`src/rtl/alu_op_sequencer_if.sv`:
```
// Command and result bus for the ALU op sequencer: upstream command
// handshake, the ALU X/Y/S/Z connection, the downstream result handshake
// and the busy status flag.
interface alu_op_sequencer_if;
  logic       in_valid;
  logic       in_ready;
  logic [2:0] in_op;
  logic [7:0] in_a;
  logic [7:0] in_b;
  logic       in_use_acc;
  logic [7:0] X;
  logic [7:0] Y;
  logic [2:0] S;
  logic [7:0] Z;
  logic       out_valid;
  logic       out_ready;
  logic [7:0] out_result;
  logic [2:0] out_op;
  logic       busy;

  // Sequencer side
  modport slave (
    input  in_valid, in_op, in_a, in_b, in_use_acc, Z, out_ready,
    output in_ready, X, Y, S, out_valid, out_result, out_op, busy
  );

  // Command source / ALU / result sink side
  modport master (
    output in_valid, in_op, in_a, in_b, in_use_acc, Z, out_ready,
    input  in_ready, X, Y, S, out_valid, out_result, out_op, busy
  );
endinterface

```
`src/rtl/alu_op_sequencer.sv`:
```
// ALU op sequencer: buffers commands in a 2-entry queue, drives the ALU
// operands from registers, samples Z after SETTLE_CYCLES edges and offers
// the result downstream. The accumulator holds the last captured result.
module alu_op_sequencer #(
  parameter int SETTLE_CYCLES = 1
) (
  input logic               clk,
  input logic               rst_n,
  input logic               clr,
  alu_op_sequencer_if.slave bus
);
  localparam int DATA_W = 8;

  typedef enum logic [1:0] {IDLE, WAIT, HOLD} state_t;

  state_t            state, state_nxt;
  logic [2:0]        q_op  [2];
  logic [DATA_W-1:0] q_a   [2];
  logic [DATA_W-1:0] q_b   [2];
  logic              q_acc [2];
  logic              wr_ptr, rd_ptr;
  logic [1:0]        count;
  logic [3:0]        cnt;
  logic [DATA_W-1:0] acc;
  logic              full, empty, push, load, capture, hand_off;

  // No bypass: a full queue refuses input even while it is being popped.
  assign full         = (count == 2'd2);
  assign empty        = (count == 2'd0);
  assign bus.in_ready = !full;
  assign push         = bus.in_valid && !full && !clr;
  assign bus.busy     = (state != IDLE) || !empty;

  // Next-state and per-edge action strobes; clr overrides everything.
  always_comb begin
    state_nxt = state;
    load      = 1'b0;
    capture   = 1'b0;
    hand_off  = 1'b0;
    if (clr) begin
      state_nxt = IDLE;
    end else begin
      case (state)
        IDLE: begin
          if (!empty) begin
            load      = 1'b1;
            state_nxt = WAIT;
          end
        end
        WAIT: begin
          if (cnt == 4'd1) begin
            capture   = 1'b1;
            state_nxt = HOLD;
          end
        end
        HOLD: begin
          if (bus.out_valid && bus.out_ready) begin
            hand_off = 1'b1;
            if (!empty) begin
              load      = 1'b1;
              state_nxt = WAIT;
            end else begin
              state_nxt = IDLE;
            end
          end
        end
        default: state_nxt = IDLE;
      endcase
    end
  end

  // State register.
  always_ff @(posedge clk or negedge rst_n) begin
    if (!rst_n) state <= IDLE;
    else        state <= state_nxt;
  end

  // Queue pointers and occupancy; a load is always the pop.
  always_ff @(posedge clk or negedge rst_n) begin
    if (!rst_n) begin
      wr_ptr <= 1'b0;
      rd_ptr <= 1'b0;
      count  <= 2'd0;
    end else if (clr) begin
      wr_ptr <= 1'b0;
      rd_ptr <= 1'b0;
      count  <= 2'd0;
    end else begin
      if (push) wr_ptr <= ~wr_ptr;
      if (load) rd_ptr <= ~rd_ptr;
      case ({push, load})
        2'b10:   count <= count + 2'd1;
        2'b01:   count <= count - 2'd1;
        default: count <= count;
      endcase
    end
  end

  // Queue storage; contents are only meaningful below the occupancy count.
  always_ff @(posedge clk) begin
    if (push) begin
      q_op[wr_ptr]  <= bus.in_op;
      q_a[wr_ptr]   <= bus.in_a;
      q_b[wr_ptr]   <= bus.in_b;
      q_acc[wr_ptr] <= bus.in_use_acc;
    end
  end

  // Settle counter: loaded on pop, counts down while waiting for Z.
  always_ff @(posedge clk or negedge rst_n) begin
    if (!rst_n)              cnt <= 4'd0;
    else if (clr)            cnt <= 4'd0;
    else if (load)           cnt <= 4'(SETTLE_CYCLES);
    else if (state == WAIT)  cnt <= cnt - 4'd1;
  end

  // ALU operand drive, result capture, accumulator and result handshake.
  always_ff @(posedge clk or negedge rst_n) begin
    if (!rst_n) begin
      bus.X          <= '0;
      bus.Y          <= '0;
      bus.S          <= '0;
      bus.out_op     <= '0;
      bus.out_result <= '0;
      bus.out_valid  <= 1'b0;
      acc            <= '0;
    end else if (clr) begin
      bus.out_valid <= 1'b0;
      acc           <= '0;
    end else begin
      if (capture) begin
        bus.out_result <= bus.Z;
        bus.out_valid  <= 1'b1;
        acc            <= bus.Z;
      end
      if (hand_off) bus.out_valid <= 1'b0;
      if (load) begin
        bus.X      <= q_acc[rd_ptr] ? acc : q_a[rd_ptr];
        bus.Y      <= q_b[rd_ptr];
        bus.S      <= q_op[rd_ptr];
        bus.out_op <= q_op[rd_ptr];
      end
    end
  end
endmodule
```
`src/flat_wrapper.sv`:
```
// flat-port wrapper written by rule: the top's interface ports become plain ports
module alu_op_sequencer_flat 
#(
  parameter int SETTLE_CYCLES = 1
)
  (clk, rst_n, clr, bus_in_valid, bus_in_op, bus_in_a, bus_in_b, bus_in_use_acc, bus_Z, bus_out_ready, bus_in_ready, bus_X, bus_Y, bus_S, bus_out_valid, bus_out_result, bus_out_op, bus_busy);
  alu_op_sequencer_if bus_i ();
  input logic clk;
  input logic rst_n;
  input logic clr;
  input wire logic [$bits(bus_i.in_valid)-1:0] bus_in_valid;
  input wire logic [$bits(bus_i.in_op)-1:0] bus_in_op;
  input wire logic [$bits(bus_i.in_a)-1:0] bus_in_a;
  input wire logic [$bits(bus_i.in_b)-1:0] bus_in_b;
  input wire logic [$bits(bus_i.in_use_acc)-1:0] bus_in_use_acc;
  input wire logic [$bits(bus_i.Z)-1:0] bus_Z;
  input wire logic [$bits(bus_i.out_ready)-1:0] bus_out_ready;
  output wire logic [$bits(bus_i.in_ready)-1:0] bus_in_ready;
  output wire logic [$bits(bus_i.X)-1:0] bus_X;
  output wire logic [$bits(bus_i.Y)-1:0] bus_Y;
  output wire logic [$bits(bus_i.S)-1:0] bus_S;
  output wire logic [$bits(bus_i.out_valid)-1:0] bus_out_valid;
  output wire logic [$bits(bus_i.out_result)-1:0] bus_out_result;
  output wire logic [$bits(bus_i.out_op)-1:0] bus_out_op;
  output wire logic [$bits(bus_i.busy)-1:0] bus_busy;
  assign bus_i.in_valid = bus_in_valid;
  assign bus_i.in_op = bus_in_op;
  assign bus_i.in_a = bus_in_a;
  assign bus_i.in_b = bus_in_b;
  assign bus_i.in_use_acc = bus_in_use_acc;
  assign bus_i.Z = bus_Z;
  assign bus_i.out_ready = bus_out_ready;
  assign bus_in_ready = bus_i.in_ready;
  assign bus_X = bus_i.X;
  assign bus_Y = bus_i.Y;
  assign bus_S = bus_i.S;
  assign bus_out_valid = bus_i.out_valid;
  assign bus_out_result = bus_i.out_result;
  assign bus_out_op = bus_i.out_op;
  assign bus_busy = bus_i.busy;
  alu_op_sequencer #(.SETTLE_CYCLES(SETTLE_CYCLES)) u_core (.clk(clk), .rst_n(rst_n), .clr(clr), .bus(bus_i));
endmodule
```
`config.mk`:
```
export PLATFORM = sky130hd
export DESIGN_NAME = alu_op_sequencer_flat
export DESIGN_NICKNAME = d
export VERILOG_FILES = /design/src/rtl/alu_op_sequencer_if.sv /design/src/rtl/alu_op_sequencer.sv /design/src/flat_wrapper.sv
export SDC_FILE = /design/constraint.sdc
export NUM_CORES = 1
export LEC_CHECK = 0
export BUFFER_PORTS_ARGS = -buffer_cell sky130_fd_sc_hd__clkbuf_2
export CORE_MARGIN = 4
export CORE_UTILIZATION = 59
export DETAILED_ROUTE_END_ITERATION = 7
export PLACE_DENSITY = 0.84
export RECOVER_POWER = 25
export SETUP_SLACK_MARGIN = 0.2
export SYNTH_ARGS = -nofsm -noshare
export SYNTH_HDL_FRONTEND = slang
export SYNTH_SLANG_ARGS = --single-unit
export TNS_END_PERCENT = 20
```
`constraint.sdc`:
```
create_clock -name clk -period 4.13 [get_ports clk]
set_input_delay 0.413 -clock clk [delete_from_list [all_inputs] [get_ports clk]]
set_output_delay 0.413 -clock clk [all_outputs]
set_load 0.02 [all_outputs]
```
==> results of run 1 <==
==> power breakdown <==
group	total, uW	internal (uW)	switching (uW)
clock	556	277	279
sequential	1160	1060	105
combinational	665	277	388
total	2380	1610	772
==> layer usage <==
metal	share of wire	global-route usage	routed length, um
met3	0.048	0.0480	328
met2	0.49	0.300	3350
met4	0.027	0.0978	184
met1	0.43	0.255	2950
met5	0	0	0
==> state kept, by name, summed over array words and instances, names as in the netlist, 3 cells and up <==
signal                 cells
u_core.bus.S               3
u_core.acc                 8
u_core.cnt                 4
u_core.q_b                16
u_core.q_a                16
u_core.bus.out_result      8
u_core.q_op                6
u_core.bus.X               8
u_core.bus.Y               8
==> worst paths after layout <==
kind	startpoint	endpoint	slack, ns	depth (start not counted)
setup / recovery	rst_n	u_core.count[0]$_DFFE_PN0P_	1.66	2
hold / removal	bus_in_op[2]	u_core.q_op[0][2]$_DFFE_PP_	0.25	1
setup reg to reg	u_core.count[0]$_DFFE_PN0P_	u_core.q_b[0][7]$_DFFE_PP_	2.02	5
hold reg to reg	u_core.bus.out_result[3]$_DFFE_PN0P_	u_core.bus.out_result[3]$_DFFE_PN0P_	0.51	1
max in group clk	u_core.count[0]$_DFFE_PN0P_	u_core.q_b[0][7]$_DFFE_PP_	2.02	5
min in group asynchronous	rst_n	u_core.bus.out_result[6]$_DFFE_PN0P_	0.98	2
==> cell type report <==
cell class	instances	area, um^2
inverter	6	22.5
fill	425	1790
sequential	86	2350
multi-input combinational	126	1140
clock buffer	11	131
timing repair buffer	70	340
tap	75	93.8
clock inverter	5	51.3
==> cell families (layout without fill, tap and decap cells) <==
kind of cell / after synthesis / after routing / synth area share
AO/OA/AOI/OAI: 28 / 28 / 0.0577
multiplexers: 60 / 60 / 0.181
buffers and inverters: 19 / 92 / 0.0280
flip-flops: 86 / 86 / 0.657
AND/OR/NAND/NOR: 34 / 34 / 0.0636
XOR/XNOR: 2 / 2 / 0.00490
adder cells (fa/ha/maj): 2 / 2 / 0.00699
==> per-stage QoR <==
| step | std cells | setup WS, ns | power, uW | utilization | cell area (um^2) |
|---|---|---|---|---|---|
| after CTS | 379 | 2.01 | 2410 | 0.701 | 4150 |
| after floorplan | 231 | 1.25 | 1620 | - | 3580 |
| after global placement | 363 | 2.13 | 1820 | 0.670 | 3970 |
| final | 379 | 1.66 | 2380 | 0.697 | 4130 |
| after global routing | 379 | 1.22 | 2500 | 0.697 | 4130 |
| after detailed placement | 363 | 2.05 | 1850 | 0.670 | 3970 |
==> cell usage in the layout (no fill, tap or decap), types with 4 or more instances in the layout <==
cell type	Yosys	layout
mux2i_1	21	21
mux2_2	39	39
nand2_1	8	8
clkbuf_1	5	18
clkbuf_2	0	50
nor3_1	6	5
buf_4	3	4
edfxtp_1	40	40
a22o_1	8	8
a21oi_1	7	7
inv_1	6	6
clkbuf_8	0	9
dfrtp_1	46	46
==> metrics.txt, run 1 <==
die height 85.9 um; CTS tree yes; PortBufs 65; cells after synthesis around 230; total grt overflow 0; Post-Syn Area about 3600 um^2; Worst Skew 0.0114 ns; Static Leakage 0.00171 uW; CP max FO 46; Area growth, synth to finish 15.3%; Final ANT Viol Nets 0; diode count 0; initial antenna violation count 0; Area contributors post-synth edfxtp_1, dfrtp_1, mux2_2; leading area contributor after synthesis edfxtp_1; vias in the first global route 2,233; number of flops mapped to enable cells by yosys 40; status finished, violations left; Routed wire per std cell roughly 18 um; Placement Rows 28; CTS Buf Count 9; slowest CP cell clkbuf_1; IO Pins 66; clk_lat worst skew 0.35 ns; count leader, synth dfrtp_1; clk sink count 86; number of remaining DRC errors 0; CTS resizes 0; WP buf/inv 2; pwr dens between 500 and 600 nW/um^2; crit path launch type input pin; Hold Slack 0.253 ns; hpwl dp around 4.6 mm; First DRT Iteration DRCs between 100 and 150; Die ar. 7380 um^2; post-DR vias/cell 5.68; Worst path max stage delay 1.86 ns; top cell type's share of synthesized area 0.336; Synth cell types 40; setup_tns 0 ns; ys flop type dfrtp_1; initial core utilization 0.604; hold-fix buffers at CTS 0; Final min period 2.47 ns; vias roughly 2,200; Reg clk slew, reported paths 0.08 ns; wirelength, routed 6.81 mm; layout cells sized above 1 0.385; sequential fraction of the synthesis area 0.657; Slew Viols, Final 47; Clock Root Buffer clkbuf_8; CTS max path bufs 2; DR pass1 iterations 4; warnings from Yosys 0; Worst setup EP type asynchronous set/reset pin; Std-Cell Core Area 5920 um^2; worst-path cell chain clkbuf_2 -> clkbuf_1; failing checks capacitance limit, slew limit; Post-synth top cells dfrtp_1, edfxtp_1, mux2_2; Post-CTS Setup Bufs 0; H-tree depth 3; Worst Path Class, Setup input pin to asynchronous set/reset pin; VDD IR max 0.326 mV; Setup violations, final 0; Max-Cap Viols 1; Hold Crit Class input pin to register; nets@finish between 300 and 400; first-pass GRT wire length 10.7 mm; largest net degree at the start of global routing 47; RSZ-0062 raised after global routing false; post-synthesis async set-or-reset flop share 0.535; Final Hold Fails 0; critical path's top delay family buffers and inverters; critical path arrival 2.36 ns; average size of a mapped cell 15.5 um^2; Post-Syn Nets 266; Max Clk Rate about 410 MHz; Max-Slew Margin vs Limit -0.747; total global-route track usage 0.194; Worst Max-Slew Pin Slew 2.62 ns; Final Cycle Share 0.598; Final GP Congestion 0.773; Synth Register Bits between 80 and 90; WP data required 4.02 ns; Die W 85.9 um
Note: power is estimated with default switching activity, not from simulation.
==> inputs of run 2 (changes only) <==
CORE_UTILIZATION = 55   (was 59)
PLACE_DENSITY = 0.79   (was 0.84)
clock period = 2.4 ns   (was 4.13 ns; I/O delays follow)
==> run 2 against run 1 <==
  * The flow now finishes without violations
  * Sequential share of layout area shrank 1.2 points
  * Non-clock buffer count grew 5
  * Count of clock-buffer cells in the layout shrank 2
  * Register-to-register slack lost 1.6 ns
  * First-iteration DRC count shrank 11%
  * Final cell count grew 1.8%
  * Setup slack lost 1.3 ns
  * Critical path depth grew 3
  * Worst hold slack lost 0.18 ns
  * Critical path type is now register to register
  * Largest cell class unchanged
==> metrics.txt, run 2 (synthesized netlist as in run 1, its figures left out) <==
CTS tree yes; diode count 0; Routed wire per std cell 17.3 um; slowest CP cell nor3_4; Worst Skew 0.00878 ns; Clock Power Share 0.262; critical path's top delay family simple AND/OR/NAND/NOR gates; WP data required 2.63 ns; Die W 88.7 um; total grt overflow 0; Slew Viols, Final 0; CP max FO 13; Clock Root Buffer clkbuf_8; sequential cell area around 2400 um^2; WP buf/inv 1; Max-Cap Viols 0; CTS max path bufs 2; commonest non-fill, non-tap cell in the layout clkbuf_2; Post-CTS Setup Bufs 0; Std-Cell Core Area 6350 um^2; Placed Cells 370; Comb pwr share 0.269; die height between 80 and 90 um; Placement Rows 29; number of remaining DRC errors 0; Layout Cells excl Fill roughly 390; post-DR vias/cell 5.51; layout cells sized above 1 0.411; nets@finish roughly 340; clk sink count 86; vias in the first global route 2,199; Flop pwr share 0.470; area of the multi-input gates roughly 1100 um^2; Final Cycle Share 0.841; initial core utilization 0.564; Area growth, synth to finish 17.8%; Reg clk slew, reported paths around 0.090 ns; Hold Crit Class input pin to register; biggest regs u_core.q_a: 16 flops, u_core.q_b: 16 flops; Final ANT Viol Nets 0; crit path launch type register; DR pass1 iterations 4; Max Clk Rate slightly below 500 MHz; hpwl dp 4.55 mm; Final GP Congestion 0.795; wirelength, routed roughly 6.7 mm; worst-path cell chain inv_1 -> ha_1 -> or3b_4 -> nor3_4 -> mux2_2; most frequent cells in the layout clkbuf_2, dfrtp_1, edfxtp_1, mux2_2, mux2i_1; Worst Max-Slew Pin Slew 1.20 ns; Die ar. between 7000 and 8000 um^2; Sw Pwr 1360 uW; pwr dens 1010 nW/um^2; PortBufs 65; sw frac 0.319; First DRT Iteration DRCs 98; Final min period 2.02 ns; met2 WL 3.36 mm; fill count about 460; vias 2,127; Internal 2900 uW; Setup violations, final 0; total global-route track usage 0.184; wire length on met1 roughly 2.9 mm; first-pass GRT wire length 10.8 mm; top routing layer used met4; Worst setup EP type register; VDD IR max 0.662 mV; CTS resizes 0; CTS Buf Count 9; RSZ-0062 raised after global routing false; IO Pins 66; Static Leakage 0.00177 uW; status complete, no violations; final core occ 0.664; H-tree depth 3; hold-fix buffers at CTS 0; Worst path max stage delay around 0.43 ns; Worst Path Class, Setup register to register; Final Hold Fails 0; Tot Pwr 4260 uW; routed wl met3 322 um; initial antenna violation count 0; Hold Slack around 0.07 ns; largest net degree at the start of global routing 47; Max-Slew Margin vs Limit 0.197; worst reg-to-reg setup slack 0.38 ns; critical path arrival 2.25 ns; clk_lat worst skew 0.35 ns
-- run 2: cell types whose count changed in the layout (fill, tap and decap cells not counted), sizes merged --
cell | previous run | this run
bufinv | 1 | 2
clkbuf | 77 | 75
clkinv | 3 | 2
inv | 7 | 9
buf | 4 | 9
-- run 2: final cells by class --
type / instances / share of cell area
sequential: 86 / 0.558
clock buffer: 9 / 0.0294
tap: 77 / 0.0229
timing repair buffer: 75 / 0.0908
inverter: 6 / 0.00534
clock inverter: 7 / 0.0226
multi-input combinational: 126 / 0.271
-- run 2: layer usage --
layer / vias up / track usage
met5: - / 0
met4: 0 / 0.0673
met3: 9 / 0.0521
met2: 50 / 0.305
met1: 1059 / 0.231
li1: 1009 / -
-- run 2: final timing paths --
path / start / depth (start not counted) / to
max in group asynchronous: rst_n / 2 / u_core.bus.Y[6]$_DFFE_PN0P_
min in group asynchronous: rst_n / 2 / u_core.bus.out_result[5]$_DFFE_PN0P_
hold / removal: bus_in_b[5] / 1 / u_core.q_b[0][5]$_DFFE_PP_
setup / recovery: u_core.cnt[1]$_DFFE_PN0P_ / 5 / u_core.bus.out_result[3]$_DFFE_PN0P_
hold reg to reg: u_core.bus.X[2]$_DFFE_PN0P_ / 1 / u_core.bus.X[2]$_DFFE_PN0P_
setup reg to reg: u_core.cnt[1]$_DFFE_PN0P_ / 5 / u_core.bus.out_result[3]$_DFFE_PN0P_
-- run 2: through the flow --
stage	instance area (um^2)	setup TNS [ns]	setup slack (ns)
6_report	4220	0	0.381
5_1_grt	4220	0	0.264
4_1_cts	4230	0	0.367
3_5_place_dp	4010	0	0.389
3_3_place_gp	4010	0	0.464
2_1_floorplan	3580	-7.02	-0.351
-- run 2: worst register-to-register path, stage by stage (launching register included) --
cell and delay [ns]:
dfrtp_1 0.40, inv_1 0.11, ha_1 0.16, or3b_4 0.40, nor3_4 0.43, mux2_2 0.41
-- run 2: power groups by stage --
stage / clock (uW) / combinational, uW / sequential, uW
finish: 1110 / 1140 / 2000
global route: 1210 / 1240 / 2030
CTS: 1130 / 1170 / 2000
detailed placement: 0 / 1160 / 2030
global placement: 0 / 1140 / 2020
floorplan: 0 / 523 / 2270
